`src/rtl/ifu_fetch_buf_pkg.sv`:
```
// rtl/ifu_fetch_buf_pkg.sv - redirect select codes and shared constants for the fetch buffer
package ifu_fetch_buf_pkg;

    typedef enum logic [1:0] {
        IFU_SEL_NORM       = 2'd0,
        IFU_SEL_RELATIVE   = 2'd1,
        IFU_SEL_IRRELATIVE = 2'd2,
        IFU_SEL_REGISTER   = 2'd3
    } ifu_sel_e;

    localparam logic [31:0] IFU_RESET_PC = 32'h0000_3000;
    localparam logic [31:0] IFU_NOP      = 32'h0000_0000;

endpackage

```
`src/rtl/ifu_npc.sv`:
```
// rtl/ifu_npc.sv - combinational redirect target and misalignment calculation
module ifu_npc
    import ifu_fetch_buf_pkg::*;
(
    input  logic [1:0]  sel_i,
    input  logic [31:0] base_i,
    input  logic [31:0] inst_i,
    input  logic [31:0] reg_i,
    output logic        take_o,
    output logic [31:0] target_o,
    output logic        misalign_o
);

    logic [31:0] rel_off;
    logic [5:0]  unused_inst_hi;

    // opcode bits never contribute to a target
    assign unused_inst_hi = inst_i[31:26];
    assign rel_off        = {{14{inst_i[15]}}, inst_i[15:0], 2'b00};
    assign take_o         = (sel_i != IFU_SEL_NORM);

    always_comb begin
        target_o   = base_i;
        misalign_o = 1'b0;
        case (ifu_sel_e'(sel_i))
            IFU_SEL_RELATIVE:   target_o = base_i + 32'd4 + rel_off;
            IFU_SEL_IRRELATIVE: target_o = {base_i[31:28], inst_i[25:0], 2'b00};
            IFU_SEL_REGISTER: begin
                target_o   = {reg_i[31:2], 2'b00};
                misalign_o = (reg_i[1:0] != 2'b00);
            end
            default:            target_o = base_i;
        endcase
    end

endmodule

```
`src/rtl/ifu_fetch_buf.sv`:
```
// rtl/ifu_fetch_buf.sv - decoupled fetch buffer with in-order memory responses and redirect flush
module ifu_fetch_buf
    import ifu_fetch_buf_pkg::*;
#(
    parameter logic [31:0] RESET_PC = IFU_RESET_PC,
    parameter int          DEPTH    = 4,
    localparam int         PTR_W    = $clog2(DEPTH)
)(
    input  logic        clk,
    input  logic        reset,
    output logic        imem_req_valid,
    input  logic        imem_req_ready,
    output logic [31:0] imem_req_addr,
    input  logic        imem_rsp_valid,
    input  logic [31:0] imem_rsp_data,
    input  logic        redir_valid,
    input  logic [1:0]  redir_sel,
    input  logic [31:0] redir_base,
    input  logic [31:0] redir_inst,
    input  logic [31:0] redir_reg,
    output logic        out_valid,
    input  logic        out_ready,
    output logic [31:0] out_inst,
    output logic [31:0] out_pc,
    output logic        redir_misalign
);

    localparam int CNT_W = PTR_W + 1;

    logic [31:0]      pc_q, pc_d;
    logic [PTR_W-1:0] alloc_q, alloc_d, fill_q, fill_d, rd_q, rd_d;
    logic [CNT_W-1:0] count_q, count_d, pend_q, pend_d, drop_q, drop_d;
    logic [31:0]      pc_mem_q   [DEPTH];
    logic [31:0]      inst_mem_q [DEPTH];
    logic [DEPTH-1:0] filled_q;
    logic             misalign_q;

    logic             npc_take, npc_misalign, redir_take;
    logic [31:0]      npc_target;
    logic [CNT_W:0]   occupancy;
    logic             req_fire, pop, rsp_drop, rsp_fill;

    ifu_npc u_npc (
        .sel_i      (redir_sel),
        .base_i     (redir_base),
        .inst_i     (redir_inst),
        .reg_i      (redir_reg),
        .take_o     (npc_take),
        .target_o   (npc_target),
        .misalign_o (npc_misalign)
    );

    assign redir_take = redir_valid && npc_take;

    // stale in-flight responses still hold a slot until they drain
    assign occupancy      = {1'b0, count_q} + {1'b0, drop_q};
    assign imem_req_valid = reset && (occupancy < (CNT_W+1)'(DEPTH)) && !redir_valid;
    assign imem_req_addr  = pc_q;
    assign req_fire       = imem_req_valid && imem_req_ready;

    assign out_valid      = filled_q[rd_q];
    assign out_inst       = inst_mem_q[rd_q];
    assign out_pc         = pc_mem_q[rd_q];
    assign pop            = out_valid && out_ready;
    assign redir_misalign = misalign_q;

    assign rsp_drop = imem_rsp_valid && (drop_q != '0);
    assign rsp_fill = imem_rsp_valid && (drop_q == '0) && !redir_take;

    always_comb begin
        pc_d    = pc_q;
        alloc_d = alloc_q;
        fill_d  = fill_q;
        rd_d    = rd_q;
        count_d = count_q;
        pend_d  = pend_q;
        drop_d  = drop_q;
        if (redir_take) begin
            pc_d    = npc_target;
            alloc_d = '0;
            fill_d  = '0;
            rd_d    = '0;
            count_d = '0;
            pend_d  = '0;
            // everything still outstanding is stale; a response arriving now is already gone
            drop_d  = drop_q + pend_q - CNT_W'(imem_rsp_valid);
        end else begin
            if (req_fire) begin
                pc_d    = pc_q + 32'd4;
                alloc_d = alloc_q + PTR_W'(1);
            end
            if (rsp_drop) drop_d = drop_q - CNT_W'(1);
            if (rsp_fill) fill_d = fill_q + PTR_W'(1);
            if (pop)      rd_d   = rd_q + PTR_W'(1);
            count_d = count_q + CNT_W'(req_fire) - CNT_W'(pop);
            pend_d  = pend_q + CNT_W'(req_fire) - CNT_W'(rsp_fill);
        end
    end

    always_ff @(posedge clk) begin
        if (!reset) begin
            pc_q       <= RESET_PC;
            alloc_q    <= '0;
            fill_q     <= '0;
            rd_q       <= '0;
            count_q    <= '0;
            pend_q     <= '0;
            drop_q     <= '0;
            filled_q   <= '0;
            misalign_q <= 1'b0;
            for (int i = 0; i < DEPTH; i++) begin
                pc_mem_q[i]   <= '0;
                inst_mem_q[i] <= IFU_NOP;
            end
        end else begin
            pc_q       <= pc_d;
            alloc_q    <= alloc_d;
            fill_q     <= fill_d;
            rd_q       <= rd_d;
            count_q    <= count_d;
            pend_q     <= pend_d;
            drop_q     <= drop_d;
            misalign_q <= redir_take && npc_misalign;
            if (redir_take) begin
                filled_q <= '0;
            end else begin
                if (req_fire) begin
                    pc_mem_q[alloc_q] <= pc_q;
                    filled_q[alloc_q] <= 1'b0;
                end
                if (rsp_fill) begin
                    inst_mem_q[fill_q] <= imem_rsp_data;
                    filled_q[fill_q]   <= 1'b1;
                end
                if (pop) filled_q[rd_q] <= 1'b0;
            end
        end
    end

endmodule
```
`config.mk`:
```
export PLATFORM = sky130hd
export DESIGN_NAME = ifu_fetch_buf
export DESIGN_NICKNAME = d
export VERILOG_FILES = /design/src/rtl/ifu_fetch_buf_pkg.sv /design/src/rtl/ifu_npc.sv /design/src/rtl/ifu_fetch_buf.sv
export SDC_FILE = /design/constraint.sdc
export NUM_CORES = 1
export LEC_CHECK = 0
export CAP_MARGIN = 25
export CELL_PAD_IN_SITES_DETAIL_PLACEMENT = 1
export CELL_PAD_IN_SITES_GLOBAL_PLACEMENT = 1
export CORE_MARGIN = 2
export CORE_UTILIZATION = 45
export CTS_CLUSTER_DIAMETER = 60
export DETAILED_ROUTE_END_ITERATION = 8
export PLACE_DENSITY_LB_ADDON = 0.1
export SLEW_MARGIN = 15
export SYNTH_ARGS = -nofsm -noshare
export SYNTH_HDL_FRONTEND = slang
export SYNTH_SLANG_ARGS = --single-unit
```
`constraint.sdc`:
```
create_clock -name clk -period 7.2 [get_ports clk]
set_clock_uncertainty 0.2 [all_clocks]
set_input_delay 1.44 -clock clk [delete_from_list [all_inputs] [get_ports clk]]
set_output_delay 1.44 -clock clk [all_outputs]
set_load 0.02 [all_outputs]
```
==> impl_metrics.yaml, run 1 <==
outcome:
  status: "complete, no violations"
worst_setup_path:
  critPathCaptureType: "output port"
  critPathKind: "primary input to output port"
  path_max_fanout: 31
  startpoint_type: "primary input"
  required_ns: 5.56
  crit_arrival_ns: 3.77
timing:
  worst_pin_slew_ns: 0.993
  finalSetupViolCount: 0
  timing.final.crit_period_ns: 5.41
  slew_viol_final: 0
  holdWs_ns: 0.370
  post-route-period-util_pct: 75.2
  fin_setup_tns_ns: 0
  slew_headroom_pct: 33.8
  rsz0062_at_grt: "no"
  max_freq_mhz: 185
  hold_violations: 0
routing:
  vias: 11900
  drt-pass1-iter-count: 5
  drt-total-wl_um: 47200
  route.detailed.drc: 0
  wl_met3_um: 2440
  wl_met2_um: 22500
  ant_nets: 0
  highest_layer: "met4"
  dr.first_iter.drc_count: 737
  wl_per_cell_um: 22.7
  vias_per_cell: 5.70
  wl_met1_um: 21500
clocking:
  clk_latency_ns: 0.54
  htreeDepth: 2
  cts_buffer_depth: 3
  numCtsBuffers: 38
  cts_setup_buffers: 0
  cts_tree: "yes"
  hold_buffers: 0
  path_clk_slew_ns: 0.06
  clock-sinks: 310
  clockRootBuffer: "clkbuf_16"
  cts-resized-gates: 0
die:
  core_area_um2: 36500
  io_pins: 235
  die_area_um2: 38600
  start_util_pct: 45.6
  fp-row-count: 70
  die_h_um: 196
  fp.dieW_um: 196
grt:
  grt_max_degree: 46
  antenna_found_initial: 0
  grt_pass1_wl_um: 73700
  grt_pass1_vias: 12700
  overflow: 0
  grtUsageTotal_pct: 24.9
pwr:
  ir_drop_v: 0.000157
  leakagePower_uw: 0.00787
  power-per-cell-area_nw_per_um2: 239
place:
  gp_congestion: 0.901
  io_buffers: 228
  place_hpwl_um: 31200
synthesis:
  synth_flop_cell: "edfxtp_1"
  synth-seq-cells: 310
  synth_top_area_cell: "edfxtp_1"
  synth_area_leaders: "edfxtp_1, mux4_2, and2_1"
  ys_seq_area_share_pct: 52.6
  synth_top_cell_area_share_pct: 46.1
  avgSynthCellArea_um2: 12.2
  synthCells: 1371
  synth_area_um2: 16700
  yosysWarningCount: 0
  synth_edf_count: 256
  synth_fp_nets: 1592
  async_reset_ff_share_pct: 0
  synth_cell_types: 76
finish:
  fillerInstances: 3712
  drive_gt1_share_pct: 11.0
  nets: 1804
  most-common-layout-cells: "edfxtp_1, and2_1, clkdlybuf4s50_1"
  synthToLayoutAreaGrowth_pct: 24.3
  final_util_pct: 56.7
  layout_commonest_cell: "edfxtp_1"
worst_hold_path:
  hp-class: "flop to flop"
flow_run:
  max-cap-violations: 0
## flip-flops by register name, summed over array words and instances, names as in the netlist, named ones only
name	flops
alloc_q	2
pend_q	3
redir_misalign	1
count_q	3
rd_q	2
fill_q	2
filled_q	4
drop_q	3
pc_mem_q	128
inst_mem_q	128
imem_req_addr	32
## logic make-up (layout without fill, tap and decap cells)
group | Yosys count | in the layout | synth area share (%)
mux | 85 | 85 | 9.99
compound gates | 230 | 230 | 8.97
buf+inv | 118 | 360 | 2.73
simple gates | 507 | 507 | 17.2
flops | 310 | 310 | 52.6
other cells | 0 | 1 | 0
fa+ha+maj | 85 | 85 | 6.56
xor+xnor | 36 | 36 | 1.89
## cell type report
class,instances,area (µm²),area share (%)
antenna,1,2.50,0.0121
clock buffer,60,1130,5.48
clock inverter,10,83.8,0.405
inverter,34,128,0.616
multi-input combinational,943,7490,36.2
sequential,310,8770,42.4
tap,468,586,2.83
timing repair buffer,256,2510,12.1
## synthesized netlist by cell type, types with 21 or more instances
cell / number
and2_1: 231
and3_1: 46
xnor2_1: 26
o21ai_0: 53
mux4_2: 65
nand2_1: 83
nor2_1: 53
edfxtp_1: 256
a21oi_1: 56
nand3_1: 21
inv_1: 33
clkbuf_1: 68
dfxtp_1: 54
ha_1: 81
## report_power, final
group | leakage [µW] | internal (µW) | total [µW] | switching [µW]
clock network | 0.000596 | 1120 | 1870 | 745
registers | 0.00309 | 2070 | 2170 | 97.6
logic | 0.00417 | 416 | 919 | 503
total | 0.00787 | 3610 | 4960 | 1350
## per-stage QoR
| stage | total power (µW) | area [µm²] | setup slack (ns) | cells |
|---|---|---|---|---|
| after floorplan | 2710 | 16700 | 1.06 | 1371 |
| after global placement | 3090 | 19400 | 1.71 | 2009 |
| after detailed placement | 3120 | 19400 | 1.65 | 2009 |
| after CTS | 5000 | 20700 | 1.76 | 2079 |
| after global routing | 5160 | 20700 | 1.69 | 2081 |
| final | 4960 | 20700 | 1.79 | 2082 |
## final timing paths
path                            slack (ns)  cells past startpoint         endpoint        start
worst max-delay path                  1.79                      5   imem_req_valid  redir_valid
worst min register to register        0.37                      2        drop_q[2]    drop_q[2]
worst min-delay path                  0.37                      2        drop_q[2]    drop_q[2]
worst max register to register        3.58                      9  pc_mem_q[0][14]    drop_q[2]
## routing by layer
metal  vias to the layer above  track usage [%]
met5                         -                0
met4                         0             5.84
met3                        48             3.63
met2                       311             40.8
met1                      5963             35.1
li1                       5543                -
## critical path, cell delays in order
cell             delay, ns
clkdlybuf4s50_1       0.39
buf_4                 0.25
nor4_1                0.31
and3_1                0.63
clkdlybuf4s50_1       0.73
(Power assumes the default switching activity.)
==> run 2, diff against run 1 <==
Clock period 7.2 ns to 5.2 ns, I/O delays scaled along.
==> impl_metrics.yaml, run 2 (synthesis results as in run 1) <==
worst_hold_path:
  hp-class: "flop to flop"
routing:
  wl_per_cell_um: 22.8
  wl_met2_um: 22800
  route.detailed.drc: 0
  highest_layer: "met4"
  wl_met1_um: 21600
  wl_met3_um: 2330
  drt-pass1-iter-count: 4
  vias: 11800
  drt-total-wl_um: 47400
  ant_nets: 0
  dr.first_iter.drc_count: 688
  vias_per_cell: 5.68
grt:
  grt_pass1_vias: 12700
  overflow: 0
  antenna_found_initial: 0
  grt_pass1_wl_um: 73900
  grtUsageTotal_pct: 25.0
  grt_max_degree: 36
timing:
  holdWs_ns: 0.366
  timing.final.crit_period_ns: 4.14
  hold_violations: 0
  finalSetupViolCount: 0
  slew_headroom_pct: 37.2
  fin_setup_tns_ns: 0
  rsz0062_at_grt: "no"
  slew_viol_final: 0
  post-route-period-util_pct: 79.7
  max_freq_mhz: 241
  worst_pin_slew_ns: 0.942
die:
  die_area_um2: 38600
  io_pins: 235
  fp.dieW_um: 196
  core_area_um2: 36500
  fp-row-count: 70
  start_util_pct: 45.6
  die_h_um: 196
finish:
  nets: 1806
  final_util_pct: 56.6
  synthToLayoutAreaGrowth_pct: 24.1
  most-common-layout-cells: "edfxtp_1, and2_1, clkdlybuf4s50_1"
  layout_commonest_cell: "edfxtp_1"
  drive_gt1_share_pct: 10.9
  multi_input_area_um2: 7480
  seqCellArea_um2: 8770
  fillerInstances: 3735
  antenna_cells: 0
clocking:
  htreeDepth: 2
  numCtsBuffers: 37
  clock-sinks: 310
  clockRootBuffer: "clkbuf_16"
  cts_setup_buffers: 0
  cts_buffer_depth: 3
  path_clk_slew_ns: 0.06
  cts_tree: "yes"
  clk_latency_ns: 0.54
  cts-resized-gates: 0
  hold_buffers: 0
worst_setup_path:
  reg2reg_to: "count_q[2]"
  reg2reg_slack_ns: 1.79
  required_ns: 3.96
  critPathCaptureType: "output port"
  critPathKind: "primary input to output port"
  cp-endpoint: "imem_req_valid"
  startpoint_type: "primary input"
  crit_arrival_ns: 2.90
  rr_worst_depth: 12
  path_max_fanout: 3
  r2r_start: "drop_q[2]"
  startpoint: "redir_valid"
place:
  io_buffers: 228
  gp_congestion: 0.843
  place_hpwl_um: 31800
pwr:
  leakagePower_uw: 0.00786
  power-per-cell-area_nw_per_um2: 328
  ir_drop_v: 0.000210
outcome:
  status: "complete, no violations"
flow_run:
  max-cap-violations: 0
[run 2: cell types whose count changed in the layout (fill, tap and decap cells not counted), moves of 2 or more]
cell       delta
nor3_2        +2
nor3_4        -2
clkbuf_8      +3
nand2b_2      -2
clkbuf_4      -2
buf_4         +3
clkinv_2      -2
nand2b_1      +2
clkbuf_16     -2
[run 2: routing by layer]
layer / vias to the layer above / global-route usage (%)
li1: 5535 / -
met1: 5948 / 34.8
met2: 299 / 41.8
met3: 40 / 3.63
met4: 0 / 5.19
met5: - / 0
[run 2: through the flow]
step | cells | worst slack [ns] | area, µm² | total power [µW]
after floorplan | 1371 | 0.224 | 16700 | 3750
after global placement | 2014 | 0.709 | 19500 | 4280
after detailed placement | 2014 | 0.679 | 19500 | 4320
after CTS | 2080 | 1.07 | 20700 | 6860
after global routing | 2080 | 0.805 | 20700 | 7080
final | 2080 | 1.06 | 20700 | 6790
[run 2: cell type report]
type / instances / area share [%]
timing repair buffer: 259 / 12.3
multi-input combinational: 943 / 36.2
inverter: 34 / 0.617
tap: 468 / 2.83
clock buffer: 58 / 5.35
clock inverter: 8 / 0.363
sequential: 310 / 42.4
[run 2: how the worst min path moves through the flow]
stage | startpoint | to | slack (ns) | depth (start not counted)
6_report | filled_q[1] | filled_q[1] | 0.37 | 2
5_1_grt | filled_q[1] | filled_q[1] | 0.41 | 2
4_1_cts | filled_q[1] | filled_q[1] | 0.37 | 2
3_5_place_dp | filled_q[1] | filled_q[1] | 0.36 | 2
3_3_place_gp | drop_q[2] | drop_q[2] | 0.34 | 2
2_1_floorplan | count_q[1] | count_q[2] | 0.31 | 2
[run 2: power by group]
part | internal (µW) | leakage, µW | total [µW] | switching [µW]
clock network | 1510 | 0.000572 | 2520 | 1000
registers | 2870 | 0.00309 | 3000 | 133
logic | 577 | 0.00419 | 1280 | 700
total | 4960 | 0.00786 | 6790 | 1830
[run 2: critical path: stages]
cell and delay (ns):
clkdlybuf4s50_1 0.50, nor4_1 0.28, and3_1 0.41, clkdlybuf4s50_1 0.68
